### src/rtl/pgm_pkg.sv
// ----------------------------------------------------------------------------
// pgm_pkg : register map, FSM encoding and reset defaults for pgm_sched
// Rev 1.0
// ----------------------------------------------------------------------------
`default_nettype none

package pgm_pkg;

  localparam logic [7:0] ADDR_RATE_INC     = 8'h01;
  localparam logic [7:0] ADDR_PKT_COST     = 8'h02;
  localparam logic [7:0] ADDR_BUCKET_MAX   = 8'h03;
  localparam logic [7:0] ADDR_PKT_LIMIT    = 8'h04;
  localparam logic [7:0] ADDR_PROBE_PERIOD = 8'h05;

  localparam int RST_RATE_INC     = 1;
  localparam int RST_PKT_COST     = 64;
  localparam int RST_BUCKET_MAX   = 1024;
  localparam int RST_PKT_LIMIT    = 0;
  localparam int RST_PROBE_PERIOD = 0;

  typedef enum logic [2:0] {
    ST_IDLE     = 3'd0,
    ST_WAIT_TOK = 3'd1,
    ST_REQ      = 3'd2,
    ST_BUSY     = 3'd3,
    ST_DONE     = 3'd4
  } state_t;

endpackage

`default_nettype wire

### src/rtl/pgm_token_bucket.sv
// ----------------------------------------------------------------------------
// pgm_token_bucket : saturating token accumulator with launch debit
// Rev 1.0
// ----------------------------------------------------------------------------
`default_nettype none

module pgm_token_bucket #(
  parameter int CNT_W = 32
) (
  input  logic             clk,
  input  logic             rst_n,
  input  logic             clear,
  input  logic             debit,
  input  logic [CNT_W-1:0] rate_inc,
  input  logic [CNT_W-1:0] pkt_cost,
  input  logic [CNT_W-1:0] bucket_max,
  output logic             ge_cost
);

  logic [CNT_W-1:0] tokens;
  logic [CNT_W-1:0] tokens_nxt;
  logic [CNT_W:0]   sum;
  logic [CNT_W:0]   net;

  // One extra bit keeps tokens + rate_inc exact before clamping to [0, bucket_max].
  always_comb begin
    sum = {1'b0, tokens} + {1'b0, rate_inc};
    net = sum;
    if (debit) begin
      net = (sum >= {1'b0, pkt_cost}) ? (sum - {1'b0, pkt_cost}) : '0;
    end
    if (net > {1'b0, bucket_max}) begin
      tokens_nxt = bucket_max;
    end else begin
      tokens_nxt = net[CNT_W-1:0];
    end
  end

  always_ff @(posedge clk or negedge rst_n) begin
    if (!rst_n) begin
      tokens <= '0;
    end else if (clear) begin
      tokens <= '0;
    end else begin
      tokens <= tokens_nxt;
    end
  end

  assign ge_cost = (tokens >= pkt_cost);

endmodule

`default_nettype wire

### src/rtl/pgm_sched.sv
// ----------------------------------------------------------------------------
// pgm_sched : token-paced launch scheduler for the packet-generator reader
// Rev 1.0
// ----------------------------------------------------------------------------
`default_nettype none

module pgm_sched
  import pgm_pkg::*;
#(
  parameter int CNT_W     = 32,
  parameter int PKT_CNT_W = 64
) (
  input  logic                 clk,
  input  logic                 rst_n,
  input  logic                 cfg_wr,
  input  logic [7:0]           cfg_addr,
  input  logic [CNT_W-1:0]     cfg_wdata,
  output logic                 cfg_err,
  input  logic                 start,
  input  logic                 stop,
  output logic                 launch_req,
  output logic                 launch_probe,
  input  logic                 launch_ack,
  input  logic                 pkt_done,
  output logic                 busy,
  output logic                 finish,
  output logic [PKT_CNT_W-1:0] sent_pkt_cnt
);

  state_t state, state_nxt;

  logic [CNT_W-1:0]     rate_inc;
  logic [CNT_W-1:0]     pkt_cost;
  logic [CNT_W-1:0]     bucket_max;
  logic [CNT_W-1:0]     pkt_limit;
  logic [CNT_W-1:0]     probe_period;
  logic [CNT_W-1:0]     probe_idx;
  logic [PKT_CNT_W-1:0] cnt_inc;

  logic ge_cost;
  logic ack_hit;
  logic is_probe;
  logic limit_hit;
  logic stop_pend;
  logic do_start;
  logic do_count;
  logic set_finish;
  logic latch_stop;

  assign ack_hit   = launch_ack & launch_req;
  assign busy      = (state == ST_WAIT_TOK) || (state == ST_REQ) || (state == ST_BUSY);
  assign cnt_inc   = sent_pkt_cnt + PKT_CNT_W'(1);
  assign limit_hit = (pkt_limit != '0) && (cnt_inc == PKT_CNT_W'(pkt_limit));
  assign is_probe  = (probe_period != '0) && (probe_idx == probe_period - CNT_W'(1));

  pgm_token_bucket #(
    .CNT_W (CNT_W)
  ) u_bucket (
    .clk        (clk),
    .rst_n      (rst_n),
    .clear      (!busy),
    .debit      (ack_hit),
    .rate_inc   (rate_inc),
    .pkt_cost   (pkt_cost),
    .bucket_max (bucket_max),
    .ge_cost    (ge_cost)
  );

  always_ff @(posedge clk or negedge rst_n) begin
    if (!rst_n) begin
      state <= ST_IDLE;
    end else begin
      state <= state_nxt;
    end
  end

  always_comb begin
    state_nxt  = state;
    do_start   = 1'b0;
    do_count   = 1'b0;
    set_finish = 1'b0;
    latch_stop = 1'b0;
    case (state)
      ST_IDLE, ST_DONE: begin
        if (start && !stop) begin
          state_nxt = ST_WAIT_TOK;
          do_start  = 1'b1;
        end
      end
      ST_WAIT_TOK: begin
        if (stop) begin
          state_nxt  = ST_IDLE;
          set_finish = 1'b1;
        end else if (ge_cost) begin
          state_nxt = ST_REQ;
        end
      end
      ST_REQ: begin
        // An ack already committed the reader, so a coincident stop waits for pkt_done.
        if (ack_hit) begin
          state_nxt  = ST_BUSY;
          latch_stop = stop;
        end else if (stop) begin
          state_nxt  = ST_IDLE;
          set_finish = 1'b1;
        end
      end
      ST_BUSY: begin
        latch_stop = stop;
        if (pkt_done) begin
          do_count = 1'b1;
          if (stop_pend || stop || limit_hit) begin
            state_nxt  = ST_DONE;
            set_finish = 1'b1;
          end else begin
            state_nxt = ST_WAIT_TOK;
          end
        end
      end
      default: state_nxt = ST_IDLE;
    endcase
  end

  always_ff @(posedge clk or negedge rst_n) begin
    if (!rst_n) begin
      launch_req   <= 1'b0;
      launch_probe <= 1'b0;
      finish       <= 1'b0;
      stop_pend    <= 1'b0;
      sent_pkt_cnt <= '0;
      probe_idx    <= '0;
    end else begin
      launch_req   <= (state_nxt == ST_REQ);
      // Probe flag is captured on entry to REQ and frozen until the ack.
      launch_probe <= (state_nxt == ST_REQ) && ((state == ST_REQ) ? launch_probe : is_probe);
      if (do_start) begin
        finish       <= 1'b0;
        stop_pend    <= 1'b0;
        sent_pkt_cnt <= '0;
        probe_idx    <= '0;
      end else begin
        if (set_finish) finish    <= 1'b1;
        if (latch_stop) stop_pend <= 1'b1;
        if (do_count)   sent_pkt_cnt <= cnt_inc;
        if (ack_hit)    probe_idx <= launch_probe ? '0 : probe_idx + CNT_W'(1);
      end
    end
  end

  always_ff @(posedge clk or negedge rst_n) begin
    if (!rst_n) begin
      rate_inc     <= CNT_W'(RST_RATE_INC);
      pkt_cost     <= CNT_W'(RST_PKT_COST);
      bucket_max   <= CNT_W'(RST_BUCKET_MAX);
      pkt_limit    <= CNT_W'(RST_PKT_LIMIT);
      probe_period <= CNT_W'(RST_PROBE_PERIOD);
      cfg_err      <= 1'b0;
    end else begin
      cfg_err <= 1'b0;
      if (cfg_wr) begin
        if (busy) begin
          cfg_err <= 1'b1;
        end else begin
          case (cfg_addr)
            ADDR_RATE_INC:     rate_inc <= cfg_wdata;
            ADDR_PKT_COST: begin
              if (cfg_wdata > bucket_max) cfg_err  <= 1'b1;
              else                        pkt_cost <= cfg_wdata;
            end
            ADDR_BUCKET_MAX: begin
              if (cfg_wdata < pkt_cost) cfg_err    <= 1'b1;
              else                      bucket_max <= cfg_wdata;
            end
            ADDR_PKT_LIMIT:    pkt_limit    <= cfg_wdata;
            ADDR_PROBE_PERIOD: probe_period <= cfg_wdata;
            default: ;
          endcase
        end
      end
    end
  end

endmodule

`default_nettype wire

### config.mk
export PLATFORM = sky130hd
export DESIGN_NAME = pgm_sched
export DESIGN_NICKNAME = d
export VERILOG_FILES = /design/src/rtl/pgm_pkg.sv /design/src/rtl/pgm_token_bucket.sv /design/src/rtl/pgm_sched.sv
export SDC_FILE = /design/constraint.sdc
export NUM_CORES = 1
export LEC_CHECK = 0
export ABC_CLOCK_PERIOD_IN_PS = 11200
export CORE_MARGIN = 5
export CORE_UTILIZATION = 57
export CTS_CLUSTER_DIAMETER = 50
export DETAILED_ROUTE_END_ITERATION = 6
export PLACE_DENSITY = 0.75
export RECOVER_POWER = 50
export REMOVE_ABC_BUFFERS = 1
export SETUP_SLACK_MARGIN = 0.05
export SKIP_LAST_GASP = 1
export SLEW_MARGIN = 25
export SYNTH_ARGS = -nofsm -noshare
export SYNTH_HDL_FRONTEND = slang
export SYNTH_HIERARCHICAL = 1
export SYNTH_SLANG_ARGS = --single-unit
export TNS_END_PERCENT = 100
### constraint.sdc
create_clock -name clk -period 11.2 [get_ports clk]
set_input_delay 3.36 -clock clk [delete_from_list [all_inputs] [get_ports clk]]
set_output_delay 3.36 -clock clk [all_outputs]
set_load 0.03 [all_outputs]
==> report_table.html, run 1 <==
<table>
<tr><th>Metric</th><th>Value</th></tr>
<tr><th colspan="2">Synth</th></tr>
<tr><td>Fraction of synthesized area in multiplexers</td><td>0.0799</td></tr>
<tr><td>Area fraction in compound gates after synthesis</td><td>0.184</td></tr>
<tr><td>Sequential element share of the synthesized area</td><td>0.324</td></tr>
<tr><td>Synthesized-area fraction occupied by and/or/nand/nor cells</td><td>0.186</td></tr>
<tr><td>Adder and majority gate portion of the synthesized area</td><td>0.108</td></tr>
<tr><td>Prevailing post-synth register cell</td><td>sky130_fd_sc_hd__dfrtp_1</td></tr>
<tr><td>Main combinational cell family by area after synthesis</td><td>simple AND/OR/NAND/NOR gates</td></tr>
<tr><td>Share of synthesized flip-flops with an asynchronous set or reset</td><td>1.00</td></tr>
<tr><td>Post-synthesis share of cell area spent on xor and xnor gates</td><td>0.0673</td></tr>
<tr><td>Unique masters post-synth</td><td>90</td></tr>
<tr><td>Top cell type by total area after synthesis</td><td>sky130_fd_sc_hd__dfrtp_1</td></tr>
<tr><td>Per-instance average area after synthesis</td><td>8.88 sq um</td></tr>
<tr><td>Post-synthesis cell area</td><td>around 23000 sq um</td></tr>
<tr><td>Number of flops mapped to enable cells by yosys</td><td>0</td></tr>
<tr><td>Post-Synthesis Cells</td><td>2580</td></tr>
<tr><td>Top post-synthesis cells by area</td><td>sky130_fd_sc_hd__dfrtp_1 32%, sky130_fd_sc_hd__ha_1 11%, sky130_fd_sc_hd__mux2_2 7.8%</td></tr>
<tr><td>Yosys top cell area share</td><td>0.320</td></tr>
<tr><td>#FFs+latches synth</td><td>between 200 and 300</td></tr>
<tr><td>Synth warnings</td><td>6</td></tr>
<tr><th colspan="2">Floorplan</th></tr>
<tr><td>Number of rows in the core area</td><td>73</td></tr>
<tr><td>Floorplan die area</td><td>between 40000 and 50000 sq um</td></tr>
<tr><td>Initial core utilization</td><td>0.576</td></tr>
<tr><td>Die extent in y</td><td>about 210 um</td></tr>
<tr><td>Die W</td><td>about 210 um</td></tr>
<tr><td>CORE AREA</td><td>about 40000 sq um</td></tr>
<tr><td>Top-Level Pins</td><td>116</td></tr>
<tr><th colspan="2">Run status</th></tr>
<tr><td>Failing checks</td><td>capacitance limit, slew limit</td></tr>
<tr><td>Run status</td><td>complete, but fails checks</td></tr>
<tr><th colspan="2">CTS</th></tr>
<tr><td>Post-CTS Resized</td><td>0</td></tr>
<tr><td>Sinks on the clock net</td><td>about 300</td></tr>
<tr><td>Clock root buffer</td><td>sky130_fd_sc_hd__clkbuf_16</td></tr>
<tr><td>Count of buffers added by post-CTS timing repair for setup</td><td>0</td></tr>
<tr><td>Clock input transition at the sequential cells of the worst setup and hold paths</td><td>0.06 ns</td></tr>
<tr><td>Clock Path Buffers</td><td>3</td></tr>
<tr><td>CTS tree</td><td>yes</td></tr>
<tr><td>Number of buffers created by CTS</td><td>44</td></tr>
<tr><td>Clock insertion delay at the later pin of the skew report</td><td>a little under 0.6 ns</td></tr>
<tr><td>Number of buffers inserted by hold repair at cts</td><td>0</td></tr>
<tr><td>H-tree Lvls</td><td>2</td></tr>
<tr><th colspan="2">Timing</th></tr>
<tr><td>Worst rel slew slack</td><td>-2.07</td></tr>
<tr><td>Unrepaired setup endpoints after global routing</td><td>false</td></tr>
<tr><td>F_max</td><td>between 100 and 150 MHz</td></tr>
<tr><td>Slack of the critical path</td><td>2.67 ns</td></tr>
<tr><td>Pin slew with the least headroom to its limit</td><td>between 4 and 5 ns</td></tr>
<tr><td>Accumulated negative setup slack</td><td>0 ns</td></tr>
<tr><td>Final Critical Period</td><td>~8.5 ns</td></tr>
<tr><td>Tightest hold margin</td><td>0.514 ns</td></tr>
<tr><td>Final Max Slew Viols</td><td>between 200 and 250</td></tr>
<tr><td>Setup Skew</td><td>roughly 0.026 ns</td></tr>
<tr><td>Final count of negative-setup-slack endpoints</td><td>0</td></tr>
<tr><td>Number of hold violations in the final report</td><td>0</td></tr>
<tr><td>Post-route fraction of the period consumed by the critical path</td><td>0.762</td></tr>
<tr><th colspan="2">Worst setup path</th></tr>
<tr><td>Critical register-to-register path startpoint</td><td>rate_inc[0]</td></tr>
<tr><td>Critical R2R Capture</td><td>u_bucket/tokens[23]</td></tr>
<tr><td>Endpoint type of the worst setup path</td><td>flop</td></tr>
<tr><td>Library cell contributing the largest single delay on the critical path</td><td>sky130_fd_sc_hd__a41oi_4</td></tr>
<tr><td>Path depth of the worst reg2reg path</td><td>27</td></tr>
<tr><td>Worst Path Max Fanout</td><td>28</td></tr>
<tr><td>Data arrival time of the critical path</td><td>~9 ns</td></tr>
<tr><td>Flop2flop setup slack</td><td>around 2.7 ns</td></tr>
<tr><td>Startpoint type of the worst setup path</td><td>flop</td></tr>
<tr><td>Type of the worst setup path</td><td>flop to flop</td></tr>
<tr><td>CP required</td><td>about 12 ns</td></tr>
<tr><td>Largest stage delay on the critical path</td><td>about 0.80 ns</td></tr>
<tr><th colspan="2">Finish</th></tr>
<tr><td>Filler-free cell count of the finished design</td><td>roughly 3.2k</td></tr>
<tr><td>Area growth from synthesis to layout</td><td>12.9%</td></tr>
<tr><td>Utilization of the core after routing</td><td>0.651</td></tr>
<tr><td>Proportion of layout cells with a drive suffix above 1</td><td>0.114</td></tr>
<tr><td>Final design instance area without fill</td><td>25900 sq um</td></tr>
<tr><td>Final nets</td><td>between 2k and 3k</td></tr>
<tr><th colspan="2">Route</th></tr>
<tr><td>Number of detailed-routing iterations run before antenna repair</td><td>6</td></tr>
<tr><td>Vias after detailed routing</td><td>about 21k</td></tr>
<tr><td>Iteration-0 DRC count of the detailed router</td><td>between 2k and 2.5k</td></tr>
<tr><td>Average wire per standard cell</td><td>around 24 um</td></tr>
<tr><td>Via count normalized by instance count</td><td>~6.6</td></tr>
<tr><td>Wire length after detailed routing</td><td>~76000 um</td></tr>
<tr><td>Number of remaining DRC errors</td><td>0</td></tr>
<tr><td>Number of nets with antenna violations after detailed routing</td><td>0</td></tr>
<tr><th colspan="2">Min path</th></tr>
<tr><td>Worst Hold Path Cells</td><td>1</td></tr>
<tr><td>HP Start</td><td>rate_inc[19]</td></tr>
<tr><td>Terminating pin of the worst hold path</td><td>rate_inc[19]</td></tr>
<tr><td>Class of the tightest hold or removal check</td><td>flop to flop</td></tr>
<tr><th colspan="2">GRT</th></tr>
<tr><td>Wire length of the first global-routing pass</td><td>around 120000 um</td></tr>
<tr><td>Largest net degree at the start of global routing</td><td>between 150 and 200</td></tr>
<tr><td>Vias in the first global route</td><td>20.2k</td></tr>
<tr><td>Congestion Overflow GR</td><td>0</td></tr>
<tr><td>Initial antenna violation count</td><td>4</td></tr>
<tr><td>Total global-route track usage</td><td>0.332</td></tr>
<tr><th colspan="2">Pwr</th></tr>
<tr><td>Static leakage</td><td>between 10 and 15 nW</td></tr>
<tr><td>Combinational share of power</td><td>0.420</td></tr>
<tr><td>Relative contribution of the clock network to total power</td><td>0.308</td></tr>
<tr><td>Power dissipated by switching net loads</td><td>1.85 mW</td></tr>
<tr><td>Total power per unit cell area</td><td>about 170 nW/um^2</td></tr>
<tr><td>Peak supply drop</td><td>178 uV</td></tr>
<tr><td>Internal power</td><td>about 2.7 mW</td></tr>
<tr><td>Share of total power in sequential cells</td><td>0.271</td></tr>
<tr><td>Overall power consumption</td><td>4.51 mW</td></tr>
<tr><td>Switch share</td><td>0.410</td></tr>
<tr><th colspan="2">Place</th></tr>
<tr><td>Pre-CTS setup slack</td><td>between 2 and 3 ns</td></tr>
<tr><td>IO buf count</td><td>about 120</td></tr>
<tr><td>GPL Wtd Cong</td><td>0.994</td></tr>
<tr><td>Cell count after placement</td><td>approximately 3.1k</td></tr>
<tr><td>Instance area at placement</td><td>~24000 sq um</td></tr>
<tr><td>Final HPWL DP</td><td>57100 um</td></tr>
<tr><th colspan="2">Job</th></tr>
<tr><td>Max-capacitance violation count</td><td>4</td></tr>
</table>
-- registers in the layout (all words and copies together), names as in the netlist --
signal           flops
bucket_max          32
cfg_err              1
finish               1
launch_probe         1
launch_req           1
pkt_cost            32
pkt_limit           32
probe_idx           32
probe_period        32
rate_inc            32
sent_pkt_cnt        64
state                3
stop_pend            1
u_bucket/tokens     32
-- cell type report --
| cell class | instances | area [sq um] |
|---|---|---|
| diodes | 1 | 2.50 |
| clock buffers | 54 | 1210 |
| clock inverters | 28 | 256 |
| fillers | 3386 | 13900 |
| inverters | 170 | 638 |
| multi-input cells | 1994 | 14300 |
| flip-flops and latches | 296 | 7410 |
| well taps | 525 | 657 |
| repair buffers | 140 | 1340 |
-- worst max-delay path, delay by kind of cell (launching register included) --
kind | cells | cell delay, ns
buf+inv | 3 | 0.36
simple gates | 4 | 1.10
flops | 1 | 0.53
fa+ha+maj | 4 | 1.27
compound gates | 15 | 4.96
xor+xnor | 1 | 0.21
-- synth_stat cells (7+ instances only) --
master and n:
sky130_fd_sc_hd__a22o_1 17, sky130_fd_sc_hd__nand4_1 78, sky130_fd_sc_hd__nor2_1 138, sky130_fd_sc_hd__o21bai_1 9, sky130_fd_sc_hd__o211ai_1 16, sky130_fd_sc_hd__and4_1 24, sky130_fd_sc_hd__xnor2_1 108, sky130_fd_sc_hd__o31ai_1 34
sky130_fd_sc_hd__nor4b_1 7, sky130_fd_sc_hd__nor3_1 99, sky130_fd_sc_hd__inv_1 169, sky130_fd_sc_hd__buf_4 11, sky130_fd_sc_hd__nand2_1 199, sky130_fd_sc_hd__clkbuf_1 73, sky130_fd_sc_hd__o31a_1 7, sky130_fd_sc_hd__dfrtp_1 293
sky130_fd_sc_hd__nand2b_1 26, sky130_fd_sc_hd__xor2_1 68, sky130_fd_sc_hd__mux2_2 158, sky130_fd_sc_hd__a21o_1 67, sky130_fd_sc_hd__or3_1 20, sky130_fd_sc_hd__and2_1 17, sky130_fd_sc_hd__o21ai_0 174, sky130_fd_sc_hd__buf_2 28
sky130_fd_sc_hd__nand3_1 77, sky130_fd_sc_hd__a211oi_1 18, sky130_fd_sc_hd__ha_1 195, sky130_fd_sc_hd__nor4_1 33, sky130_fd_sc_hd__o21a_1 15, sky130_fd_sc_hd__nor2b_1 18, sky130_fd_sc_hd__a21oi_1 159, sky130_fd_sc_hd__and3_1 26
sky130_fd_sc_hd__a31oi_1 31, sky130_fd_sc_hd__or4_1 14, sky130_fd_sc_hd__o41ai_1 8
-- cells by family (layout without fill, tap and decap cells) --
| logic type | Yosys count | after routing |
|---|---|---|
| AO/OA/AOI/OAI | 644 | 644 |
| other | 0 | 1 |
| XOR/XNOR | 176 | 176 |
| buffers and inverters | 290 | 392 |
| multiplexers | 163 | 163 |
| AND/OR/NAND/NOR | 814 | 814 |
| adder cells (fa/ha/maj) | 197 | 197 |
| flip-flops | 296 | 296 |
-- cell usage in the layout, fill, tap and decap left out, types with 7 or more instances in the layout --
| cell | Yosys | final |
|---|---|---|
| sky130_fd_sc_hd__a211oi_1 | 18 | 18 |
| sky130_fd_sc_hd__a21o_1 | 67 | 67 |
| sky130_fd_sc_hd__a21oi_1 | 159 | 158 |
| sky130_fd_sc_hd__a22o_1 | 17 | 17 |
| sky130_fd_sc_hd__a31oi_1 | 31 | 31 |
| sky130_fd_sc_hd__and2_1 | 17 | 17 |
| sky130_fd_sc_hd__and3_1 | 26 | 26 |
| sky130_fd_sc_hd__and4_1 | 24 | 24 |
| sky130_fd_sc_hd__buf_4 | 11 | 20 |
| sky130_fd_sc_hd__clkbuf_1 | 73 | 9 |
| sky130_fd_sc_hd__clkbuf_16 | 0 | 46 |
| sky130_fd_sc_hd__clkdlybuf4s50_1 | 0 | 111 |
| sky130_fd_sc_hd__clkinv_2 | 0 | 7 |
| sky130_fd_sc_hd__dfrtp_1 | 293 | 293 |
| sky130_fd_sc_hd__ha_1 | 195 | 195 |
| sky130_fd_sc_hd__inv_1 | 169 | 170 |
| sky130_fd_sc_hd__inv_6 | 0 | 9 |
| sky130_fd_sc_hd__mux2_2 | 158 | 158 |
| sky130_fd_sc_hd__nand2_1 | 199 | 199 |
| sky130_fd_sc_hd__nand2b_1 | 26 | 26 |
| sky130_fd_sc_hd__nand3_1 | 77 | 76 |
| sky130_fd_sc_hd__nand4_1 | 78 | 78 |
| sky130_fd_sc_hd__nor2_1 | 138 | 136 |
| sky130_fd_sc_hd__nor2b_1 | 18 | 18 |
| sky130_fd_sc_hd__nor3_1 | 99 | 99 |
| sky130_fd_sc_hd__nor4_1 | 33 | 31 |
| sky130_fd_sc_hd__nor4b_1 | 7 | 7 |
| sky130_fd_sc_hd__o211ai_1 | 16 | 16 |
| sky130_fd_sc_hd__o21a_1 | 15 | 15 |
| sky130_fd_sc_hd__o21ai_0 | 174 | 174 |
| sky130_fd_sc_hd__o21bai_1 | 9 | 9 |
| sky130_fd_sc_hd__o31a_1 | 7 | 7 |
| sky130_fd_sc_hd__o31ai_1 | 34 | 34 |
| sky130_fd_sc_hd__o41ai_1 | 8 | 8 |
| sky130_fd_sc_hd__or3_1 | 20 | 20 |
| sky130_fd_sc_hd__or4_1 | 14 | 15 |
| sky130_fd_sc_hd__xnor2_1 | 108 | 108 |
| sky130_fd_sc_hd__xor2_1 | 68 | 68 |
-- power groups by stage --
stage | logic [mW] | clock network (mW) | registers (mW)
after floorplan | 1.29 | 0 | 1.22
after global placement | 1.80 | 0 | 1.24
after detailed placement | 1.83 | 0 | 1.24
after CTS | 1.84 | 1.40 | 1.22
after global routing | 2.05 | 1.45 | 1.23
final | 1.89 | 1.39 | 1.22
-- routing by layer --
layer,track usage,routed length [um]
met5,0,46
met4,0.146,3800
met3,0.0527,6680
met2,0.521,33900
met1,0.459,31500
-- worst max path at each step --
stage,from,end,slack [ns],depth (start not counted)
after floorplan,cfg_addr[5],rate_inc[0],3.48,5
after global placement,launch_ack,u_bucket/tokens[23],2.92,18
after detailed placement,rate_inc[0],u_bucket/tokens[23],2.81,27
after CTS,rate_inc[0],u_bucket/tokens[23],2.78,27
after global routing,rst_n,probe_idx[30],1.81,3
final,rate_inc[0],u_bucket/tokens[23],2.67,27
No activity file was read; power rests on OpenSTA's default activity.
==> inputs of run 2 (changes only) <==
- ABC_CLOCK_PERIOD_IN_PS: 11200 -> 7200
- CORE_UTILIZATION: 57 -> 56
- PLACE_DENSITY: 0.75 -> 0.77
- clock period: 11.2 -> 7.2 ns (I/O delays scaled with it)
==> report_table.html, run 2 (synthesis results as in run 1) <==
<table>
<tr><th>Metric</th><th>Value</th></tr>
<tr><th colspan="2">Finish</th></tr>
<tr><td>Number of diodes added for antenna fixing</td><td>0</td></tr>
<tr><td>Commonest non-fill, non-tap cells in the layout</td><td>293 x sky130_fd_sc_hd__dfrtp_1, 199 x sky130_fd_sc_hd__nand2_1, 189 x sky130_fd_sc_hd__ha_1</td></tr>
<tr><td>Final nets</td><td>around 3.0k</td></tr>
<tr><td>Utilization of the core after routing</td><td>0.660</td></tr>
<tr><td>Proportion of layout cells with a drive suffix above 1</td><td>0.154</td></tr>
<tr><td>Number of flip-flops under the largest register name</td><td>64</td></tr>
<tr><td>Register name with the most flops</td><td>sent_pkt_cnt</td></tr>
<tr><td>Area growth from synthesis to layout</td><td>17.2%</td></tr>
<tr><td>Most common cell after layout, fill and taps aside</td><td>sky130_fd_sc_hd__dfrtp_1</td></tr>
<tr><th colspan="2">Worst setup path</th></tr>
<tr><td>Critical R2R Capture</td><td>u_bucket/tokens[0]</td></tr>
<tr><td>Type of the worst setup path</td><td>flop to flop</td></tr>
<tr><td>Worst Path Max Fanout</td><td>11</td></tr>
<tr><td>Endpoint type of the worst setup path</td><td>flop</td></tr>
<tr><td>Library cell contributing the largest single delay on the critical path</td><td>sky130_fd_sc_hd__or4_1</td></tr>
<tr><td>Largest delay share family, worst path</td><td>compound AO/OA/AOI/OAI gates</td></tr>
<tr><td>Critical register-to-register path startpoint</td><td>rate_inc[0]</td></tr>
<tr><td>Largest stage delay on the critical path</td><td>~0.62 ns</td></tr>
<tr><td>Flop2flop setup slack</td><td>between 0.1 and 0.15 ns</td></tr>
<tr><td>CP required</td><td>approximately 7.7 ns</td></tr>
<tr><td>Capture point of the worst path</td><td>u_bucket/tokens[0]</td></tr>
<tr><td>Crit. Startpoint</td><td>rate_inc[0]</td></tr>
<tr><td>Startpoint type of the worst setup path</td><td>flop</td></tr>
<tr><td>Data arrival time of the critical path</td><td>about 7.5 ns</td></tr>
<tr><td>Most numerous cell on the critical path</td><td>sky130_fd_sc_hd__buf_4</td></tr>
<tr><td>Path depth of the worst reg2reg path</td><td>31</td></tr>
<tr><td>Stages on worst setup path</td><td>31</td></tr>
<tr><td>Number of buffers and inverters on the critical path</td><td>8</td></tr>
<tr><th colspan="2">Floorplan</th></tr>
<tr><td>Number of rows in the core area</td><td>74</td></tr>
<tr><td>Floorplan die area</td><td>between 40000 and 50000 sq um</td></tr>
<tr><td>Top-Level Pins</td><td>116</td></tr>
<tr><td>Die W</td><td>roughly 210 um</td></tr>
<tr><td>Die extent in y</td><td>~210 um</td></tr>
<tr><td>Initial core utilization</td><td>0.564</td></tr>
<tr><td>CORE AREA</td><td>40600 sq um</td></tr>
<tr><th colspan="2">CTS</th></tr>
<tr><td>Clock Path Buffers</td><td>3</td></tr>
<tr><td>Number of buffers inserted by hold repair at cts</td><td>0</td></tr>
<tr><td>Clock insertion delay at the later pin of the skew report</td><td>~0.58 ns</td></tr>
<tr><td>H-tree Lvls</td><td>2</td></tr>
<tr><td>Clock root buffer</td><td>sky130_fd_sc_hd__clkbuf_16</td></tr>
<tr><td>Number of buffers created by CTS</td><td>43</td></tr>
<tr><td>CTS tree</td><td>yes</td></tr>
<tr><td>Sinks on the clock net</td><td>a little under 300</td></tr>
<tr><td>Clock input transition at the sequential cells of the worst setup and hold paths</td><td>roughly 0.060 ns</td></tr>
<tr><th colspan="2">Route</th></tr>
<tr><td>Met3 wirelength from detailed routing</td><td>approximately 5300 um</td></tr>
<tr><td>Iteration-0 DRC count of the detailed router</td><td>approximately 2.2k</td></tr>
<tr><td>Met1 WL</td><td>between 30000 and 40000 um</td></tr>
<tr><td>Wire length after detailed routing</td><td>75600 um</td></tr>
<tr><td>Via count normalized by instance count</td><td>between 6 and 7</td></tr>
<tr><td>Number of nets with antenna violations after detailed routing</td><td>0</td></tr>
<tr><td>Top routing layer used</td><td>met4</td></tr>
<tr><td>Number of remaining DRC errors</td><td>0</td></tr>
<tr><td>Routed met2 length</td><td>approximately 36000 um</td></tr>
<tr><td>Average wire per standard cell</td><td>~23 um</td></tr>
<tr><td>Number of detailed-routing iterations run before antenna repair</td><td>6</td></tr>
<tr><td>Vias after detailed routing</td><td>21.4k</td></tr>
<tr><th colspan="2">Timing</th></tr>
<tr><td>Number of hold violations in the final report</td><td>0</td></tr>
<tr><td>Final count of negative-setup-slack endpoints</td><td>0</td></tr>
<tr><td>Pin slew with the least headroom to its limit</td><td>4.52 ns</td></tr>
<tr><td>Setup Skew</td><td>between 0.03 and 0.04 ns</td></tr>
<tr><td>Post-route fraction of the period consumed by the critical path</td><td>0.984</td></tr>
<tr><td>Slack of the critical path</td><td>0.117 ns</td></tr>
<tr><td>Final Max Slew Viols</td><td>163</td></tr>
<tr><td>Worst rel slew slack</td><td>-2.02</td></tr>
<tr><td>F_max</td><td>141 MHz</td></tr>
<tr><td>Final Critical Period</td><td>7.08 ns</td></tr>
<tr><th colspan="2">GRT</th></tr>
<tr><td>Vias in the first global route</td><td>between 20k and 25k</td></tr>
<tr><td>Congestion Overflow GR</td><td>0</td></tr>
<tr><td>Initial antenna violation count</td><td>1</td></tr>
<tr><td>Total global-route track usage</td><td>0.325</td></tr>
<tr><td>Largest net degree at the start of global routing</td><td>96</td></tr>
<tr><td>Wire length of the first global-routing pass</td><td>roughly 120000 um</td></tr>
<tr><th colspan="2">Min path</th></tr>
<tr><td>Class of the tightest hold or removal check</td><td>flop to flop</td></tr>
<tr><th colspan="2">Run status</th></tr>
<tr><td>Run status</td><td>complete, but fails checks</td></tr>
<tr><td>Failing checks</td><td>capacitance limit, slew limit</td></tr>
<tr><th colspan="2">Job</th></tr>
<tr><td>Max-capacitance violation count</td><td>3</td></tr>
<tr><th colspan="2">Pwr</th></tr>
<tr><td>Peak supply drop</td><td>around 240 uV</td></tr>
<tr><td>Static leakage</td><td>around 12 nW</td></tr>
<tr><td>Total power per unit cell area</td><td>284 nW/um^2</td></tr>
<tr><th colspan="2">Place</th></tr>
<tr><td>Pre-CTS setup slack</td><td>-0.130 ns</td></tr>
<tr><td>GPL Wtd Cong</td><td>just under 1</td></tr>
<tr><td>IO buf count</td><td>115</td></tr>
<tr><td>Final HPWL DP</td><td>57700 um</td></tr>
</table>
## run 2: final cells by class
class,count,area [sq um]
Inverter,170,638
Timing Repair Buffer,229,2110
Tap cell,532,666
Fill cell,3320,13800
Multi-Input combinational cell,1994,14600
Sequential cell,296,7410
Clock inverter,21,259
Clock buffer,53,1160
## run 2: how the worst min path moves through the flow
| stage | from | endpoint | slack (ns) | depth (start not counted) |
|---|---|---|---|---|
| 2_1_floorplan | stop_pend | stop_pend | 0.46 | 2 |
| 3_3_place_gp | stop_pend | stop_pend | 0.48 | 2 |
| 3_5_place_dp | stop_pend | stop_pend | 0.49 | 2 |
| 4_1_cts | stop_pend | stop_pend | 0.51 | 2 |
| 5_1_grt | rate_inc[11] | rate_inc[11] | 0.52 | 1 |
| 6_report | stop_pend | stop_pend | 0.50 | 2 |
## run 2: what timing repair did
item,4_1_cts,5_1_grt
endpoints found under the setup margin,20,32
gates resized for setup,6,49
buffers inserted,0,8
pin swaps,0,30
cloned,0,1
## run 2: tightest hold or removal path: stages, from the launching register on
cell and delay, ns:
sky130_fd_sc_hd__dfrtp_1 0.36, sky130_fd_sc_hd__nand2_1 0.06, sky130_fd_sc_hd__nand2_1 0.05
## run 2: per-stage QoR
step | TNS, ns | cell area (sq um) | hold WS (ns) | total power, mW | cells
2_1_floorplan | 0 | 22400 | 0.463 | 3.91 | 2460
4_1_cts | 0 | 26500 | 0.506 | 7.26 | 3285
5_1_grt | -0.0150 | 26800 | 0.522 | 7.97 | 3295
3_3_place_gp | -0.211 | 25100 | 0.481 | 5.02 | 3211
6_report | 0 | 26800 | 0.502 | 7.63 | 3295
3_5_place_dp | -0.884 | 25100 | 0.494 | 5.09 | 3211
## run 2: report_power, final
group	switching, mW	internal (mW)	total [mW]
Combinational	2.06	1.52	3.58
Sequential	0.119	1.78	1.90
Clock	0.846	1.30	2.15
Total	3.02	4.60	7.63
## run 2: routing by layer
layer  vias to the layer above  track usage
met4                         0        0.150
met1                     10378        0.427
met5                         -            0
li1                       9768            -
met3                       215       0.0409
met2                      1076        0.538
==> inputs of run 3 (changes only) <==
- ABC_AREA: unset -> 1
==> report_table.html, run 3 <==
<table>
<tr><th>Metric</th><th>Value</th></tr>
<tr><th colspan="2">Run status</th></tr>
<tr><td>Run status</td><td>complete, but fails checks</td></tr>
<tr><td>Failing checks</td><td>capacitance limit, slew limit</td></tr>
<tr><th colspan="2">Finish</th></tr>
<tr><td>Proportion of layout cells with a drive suffix above 1</td><td>0.0468</td></tr>
<tr><td>Area growth from synthesis to layout</td><td>13.5%</td></tr>
<tr><td>Final design instance area without fill</td><td>26800 sq um</td></tr>
<tr><td>Number of flip-flops under the largest register name</td><td>64</td></tr>
<tr><td>Commonest non-fill, non-tap cells in the layout</td><td>965 x sky130_fd_sc_hd__nand2_1, 492 x sky130_fd_sc_hd__inv_1, 443 x sky130_fd_sc_hd__nor2_1</td></tr>
<tr><td>Number of diodes added for antenna fixing</td><td>0</td></tr>
<tr><td>Most common cell after layout, fill and taps aside</td><td>sky130_fd_sc_hd__nand2_1</td></tr>
<tr><td>Number of filler cells placed in the layout</td><td>roughly 3.9k</td></tr>
<tr><td>Register name with the most flops</td><td>sent_pkt_cnt</td></tr>
<tr><td>Final nets</td><td>roughly 3.9k</td></tr>
<tr><th colspan="2">Min path</th></tr>
<tr><td>Terminating pin of the worst hold path</td><td>stop_pend</td></tr>
<tr><td>Class of the tightest hold or removal check</td><td>flop to flop</td></tr>
<tr><td>Worst Hold Path Cells</td><td>2</td></tr>
<tr><td>HP Start</td><td>stop_pend</td></tr>
<tr><th colspan="2">Route</th></tr>
<tr><td>Number of remaining DRC errors</td><td>0</td></tr>
<tr><td>Number of detailed-routing iterations run before antenna repair</td><td>7</td></tr>
<tr><td>Vias after detailed routing</td><td>~24k</td></tr>
<tr><td>Average wire per standard cell</td><td>18.4 um</td></tr>
<tr><td>Via count normalized by instance count</td><td>approximately 5.7</td></tr>
<tr><td>Wire length after detailed routing</td><td>77100 um</td></tr>
<tr><td>Number of nets with antenna violations after detailed routing</td><td>0</td></tr>
<tr><td>Iteration-0 DRC count of the detailed router</td><td>between 2k and 2.5k</td></tr>
<tr><th colspan="2">CTS</th></tr>
<tr><td>Number of buffers inserted by hold repair at cts</td><td>0</td></tr>
<tr><td>H-tree Lvls</td><td>2</td></tr>
<tr><td>CTS tree</td><td>yes</td></tr>
<tr><td>Number of buffers created by CTS</td><td>43</td></tr>
<tr><td>Sinks on the clock net</td><td>between 200 and 300</td></tr>
<tr><td>Clock Path Buffers</td><td>3</td></tr>
<tr><td>Clock root buffer</td><td>sky130_fd_sc_hd__clkbuf_16</td></tr>
<tr><td>Clock insertion delay at the later pin of the skew report</td><td>0.58 ns</td></tr>
<tr><td>Clock input transition at the sequential cells of the worst setup and hold paths</td><td>approximately 0.05 ns</td></tr>
<tr><td>Post-CTS Resized</td><td>0</td></tr>
<tr><td>Count of buffers added by post-CTS timing repair for setup</td><td>0</td></tr>
<tr><th colspan="2">Synth</th></tr>
<tr><td>Top cell type by total area after synthesis</td><td>sky130_fd_sc_hd__dfrtp_1</td></tr>
<tr><td>Most repeated cell in the gate-level netlist after synthesis</td><td>sky130_fd_sc_hd__nand2_1</td></tr>
<tr><td>Top post-synthesis cells by count</td><td>966 x sky130_fd_sc_hd__nand2_1, 493 x sky130_fd_sc_hd__inv_1, 441 x sky130_fd_sc_hd__nor2_1, 293 x sky130_fd_sc_hd__dfrtp_1, 268 x sky130_fd_sc_hd__o21ai_0</td></tr>
<tr><td>Top post-synthesis cells by area</td><td>sky130_fd_sc_hd__dfrtp_1 31%, sky130_fd_sc_hd__nand2_1 15%, sky130_fd_sc_hd__ha_1 10%</td></tr>
<tr><td>Number of flops mapped to enable cells by yosys</td><td>0</td></tr>
<tr><td>Prevailing post-synth register cell</td><td>sky130_fd_sc_hd__dfrtp_1</td></tr>
<tr><td>Yosys top cell area share</td><td>0.310</td></tr>
<tr><td>Per-instance average area after synthesis</td><td>6.74 sq um</td></tr>
<tr><td>Post-synthesis cell area</td><td>23600 sq um</td></tr>
<tr><td>Unique masters post-synth</td><td>60</td></tr>
<tr><td>#FFs+latches synth</td><td>296</td></tr>
<tr><td>Sequential element share of the synthesized area</td><td>0.313</td></tr>
<tr><td>Post-Synthesis Cells</td><td>~3.5k</td></tr>
<tr><td>Share of synthesized flip-flops with an asynchronous set or reset</td><td>1.00</td></tr>
<tr><td>Synth warnings</td><td>6</td></tr>
<tr><th colspan="2">Pwr</th></tr>
<tr><td>Share of total power in sequential cells</td><td>0.264</td></tr>
<tr><td>Combinational share of power</td><td>0.434</td></tr>
<tr><td>Total power per unit cell area</td><td>between 200 and 300 nW/um^2</td></tr>
<tr><td>Internal power</td><td>~4.2 mW</td></tr>
<tr><td>Power dissipated by switching net loads</td><td>around 3.2 mW</td></tr>
<tr><td>Static leakage</td><td>~13 nW</td></tr>
<tr><td>Peak supply drop</td><td>roughly 290 uV</td></tr>
<tr><td>Switch share</td><td>0.431</td></tr>
<tr><td>Relative contribution of the clock network to total power</td><td>0.303</td></tr>
<tr><th colspan="2">Floorplan</th></tr>
<tr><td>Number of rows in the core area</td><td>between 70 and 80</td></tr>
<tr><td>Top-Level Pins</td><td>about 120</td></tr>
<tr><td>Die extent in y</td><td>~220 um</td></tr>
<tr><td>Floorplan die area</td><td>46400 sq um</td></tr>
<tr><td>Die W</td><td>215 um</td></tr>
<tr><td>CORE AREA</td><td>~42000 sq um</td></tr>
<tr><td>Initial core utilization</td><td>0.565</td></tr>
<tr><th colspan="2">Worst setup path</th></tr>
<tr><td>CP required</td><td>around 7.7 ns</td></tr>
<tr><td>Worst Path Max Fanout</td><td>62</td></tr>
<tr><td>Path depth of the worst reg2reg path</td><td>44</td></tr>
<tr><td>Critical register-to-register path startpoint</td><td>rate_inc[0]</td></tr>
<tr><td>Stages on worst setup path</td><td>44</td></tr>
<tr><td>Critical R2R Capture</td><td>u_bucket/tokens[5]</td></tr>
<tr><td>Endpoint type of the worst setup path</td><td>flop</td></tr>
<tr><td>Largest stage delay on the critical path</td><td>between 0.5 and 0.6 ns</td></tr>
<tr><td>Largest delay share family, worst path</td><td>simple AND/OR/NAND/NOR gates</td></tr>
<tr><td>Data arrival time of the critical path</td><td>roughly 7 ns</td></tr>
<tr><td>Flop2flop setup slack</td><td>0.68 ns</td></tr>
<tr><td>Library cell contributing the largest single delay on the critical path</td><td>sky130_fd_sc_hd__dfstp_2</td></tr>
<tr><td>Most numerous cell on the critical path</td><td>sky130_fd_sc_hd__nand2_1</td></tr>
<tr><td>Type of the worst setup path</td><td>flop to flop</td></tr>
<tr><td>Number of buffers and inverters on the critical path</td><td>4</td></tr>
<tr><td>Startpoint type of the worst setup path</td><td>flop</td></tr>
<tr><th colspan="2">Timing</th></tr>
<tr><td>Number of hold violations in the final report</td><td>0</td></tr>
<tr><td>Unrepaired setup endpoints after global routing</td><td>false</td></tr>
<tr><td>Setup Skew</td><td>around 0.026 ns</td></tr>
<tr><td>Worst rel slew slack</td><td>-1.89</td></tr>
<tr><td>Final count of negative-setup-slack endpoints</td><td>0</td></tr>
<tr><td>F_max</td><td>153 MHz</td></tr>
<tr><td>Post-route fraction of the period consumed by the critical path</td><td>0.906</td></tr>
<tr><td>Accumulated negative setup slack</td><td>0 ns</td></tr>
<tr><td>Final Max Slew Viols</td><td>156</td></tr>
<tr><td>Final Critical Period</td><td>6.52 ns</td></tr>
<tr><td>Pin slew with the least headroom to its limit</td><td>4.33 ns</td></tr>
<tr><th colspan="2">Place</th></tr>
<tr><td>Final HPWL DP</td><td>61100 um</td></tr>
<tr><td>IO buf count</td><td>roughly 120</td></tr>
<tr><td>Instance area at placement</td><td>between 20000 and 30000 sq um</td></tr>
<tr><td>GPL Wtd Cong</td><td>1.00</td></tr>
<tr><th colspan="2">GRT</th></tr>
<tr><td>Congestion Overflow GR</td><td>0</td></tr>
<tr><td>Vias in the first global route</td><td>~22k</td></tr>
<tr><td>Initial antenna violation count</td><td>1</td></tr>
<tr><td>Total global-route track usage</td><td>0.326</td></tr>
<tr><td>Largest net degree at the start of global routing</td><td>140</td></tr>
<tr><td>Wire length of the first global-routing pass</td><td>122000 um</td></tr>
<tr><th colspan="2">Job</th></tr>
<tr><td>Max-capacitance violation count</td><td>2</td></tr>
</table>
run 3: cell count changes after synthesis, sizes merged, moves of 33 or more:
cell,change
a21o,-57
buf,-33
inv,+333
mux2,-158
nand2,+785
nand3,+103
nor2,+333
nor3,-54
o21ai,+103
o22ai,+35
o31ai,-34
xnor2,-81
run 3: layer usage:
metal	GRT usage	routed length (um)
met1	0.433	32400
met5	0	0
met3	0.0437	5550
met2	0.531	34900
met4	0.154	4240
run 3: worst min-delay path, cell delays in order, from the launching register on:
cell                      delay [ns]
sky130_fd_sc_hd__dfrtp_1        0.35
sky130_fd_sc_hd__nand2_1        0.05
sky130_fd_sc_hd__o21ai_0        0.06
run 3: final cells by class:
cell class / instances / area [sq um] / area share
clock inverter: 26 / 338 / 0.0126
tap: 539 / 674 / 0.0251
clock buffer: 51 / 1200 / 0.0446
multi-input combinational: 2644 / 14100 / 0.524
timing repair buffer: 128 / 1260 / 0.0470
inverter: 505 / 1900 / 0.0706
sequential: 296 / 7410 / 0.276
run 3: worst max-delay path by stage:
| stage | from | slack [ns] | to |
|---|---|---|---|
| 5_1_grt | rst_n | 0.07 | sent_pkt_cnt[62] |
| 3_3_place_gp | rate_inc[0] | 0.62 | u_bucket/tokens[28] |
| 6_report | rate_inc[0] | 0.68 | u_bucket/tokens[5] |
| 4_1_cts | rate_inc[0] | 0.45 | u_bucket/tokens[5] |
| 3_5_place_dp | rate_inc[0] | 0.52 | u_bucket/tokens[10] |
| 2_1_floorplan | launch_ack | 1.49 | u_bucket/tokens[10] |
run 3: cell families after synthesis:
logic type / count (synthesis) / share of synthesized area
simple gates: 1790 / 0.321
buf+inv: 568 / 0.0919
compound gates: 547 / 0.127
flops: 296 / 0.313
fa+ha+maj: 197 / 0.105
xor+xnor: 110 / 0.0417
run 3: through the flow:
step | hold WS, ns | utilization | worst slack, ns | std cells | total power, mW
floorplan | 0.454 | - | 1.49 | 3445 | 4.19
global placement | 0.478 | 0.605 | 0.624 | 4112 | 5.05
detailed placement | 0.484 | 0.605 | 0.523 | 4112 | 5.09
CTS | 0.496 | 0.642 | 0.452 | 4189 | 7.36
global route | 0.513 | 0.641 | 0.0698 | 4189 | 7.92
finish | 0.500 | 0.641 | 0.678 | 4189 | 7.40
run 3: power by group through the flow:
stage	registers, mW	clock network (mW)	logic [mW]
2_1_floorplan	1.94	0	2.25
3_3_place_gp	1.97	0	3.08
3_5_place_dp	1.97	0	3.12
4_1_cts	1.94	2.27	3.15
5_1_grt	1.96	2.35	3.61
6_report	1.95	2.24	3.21
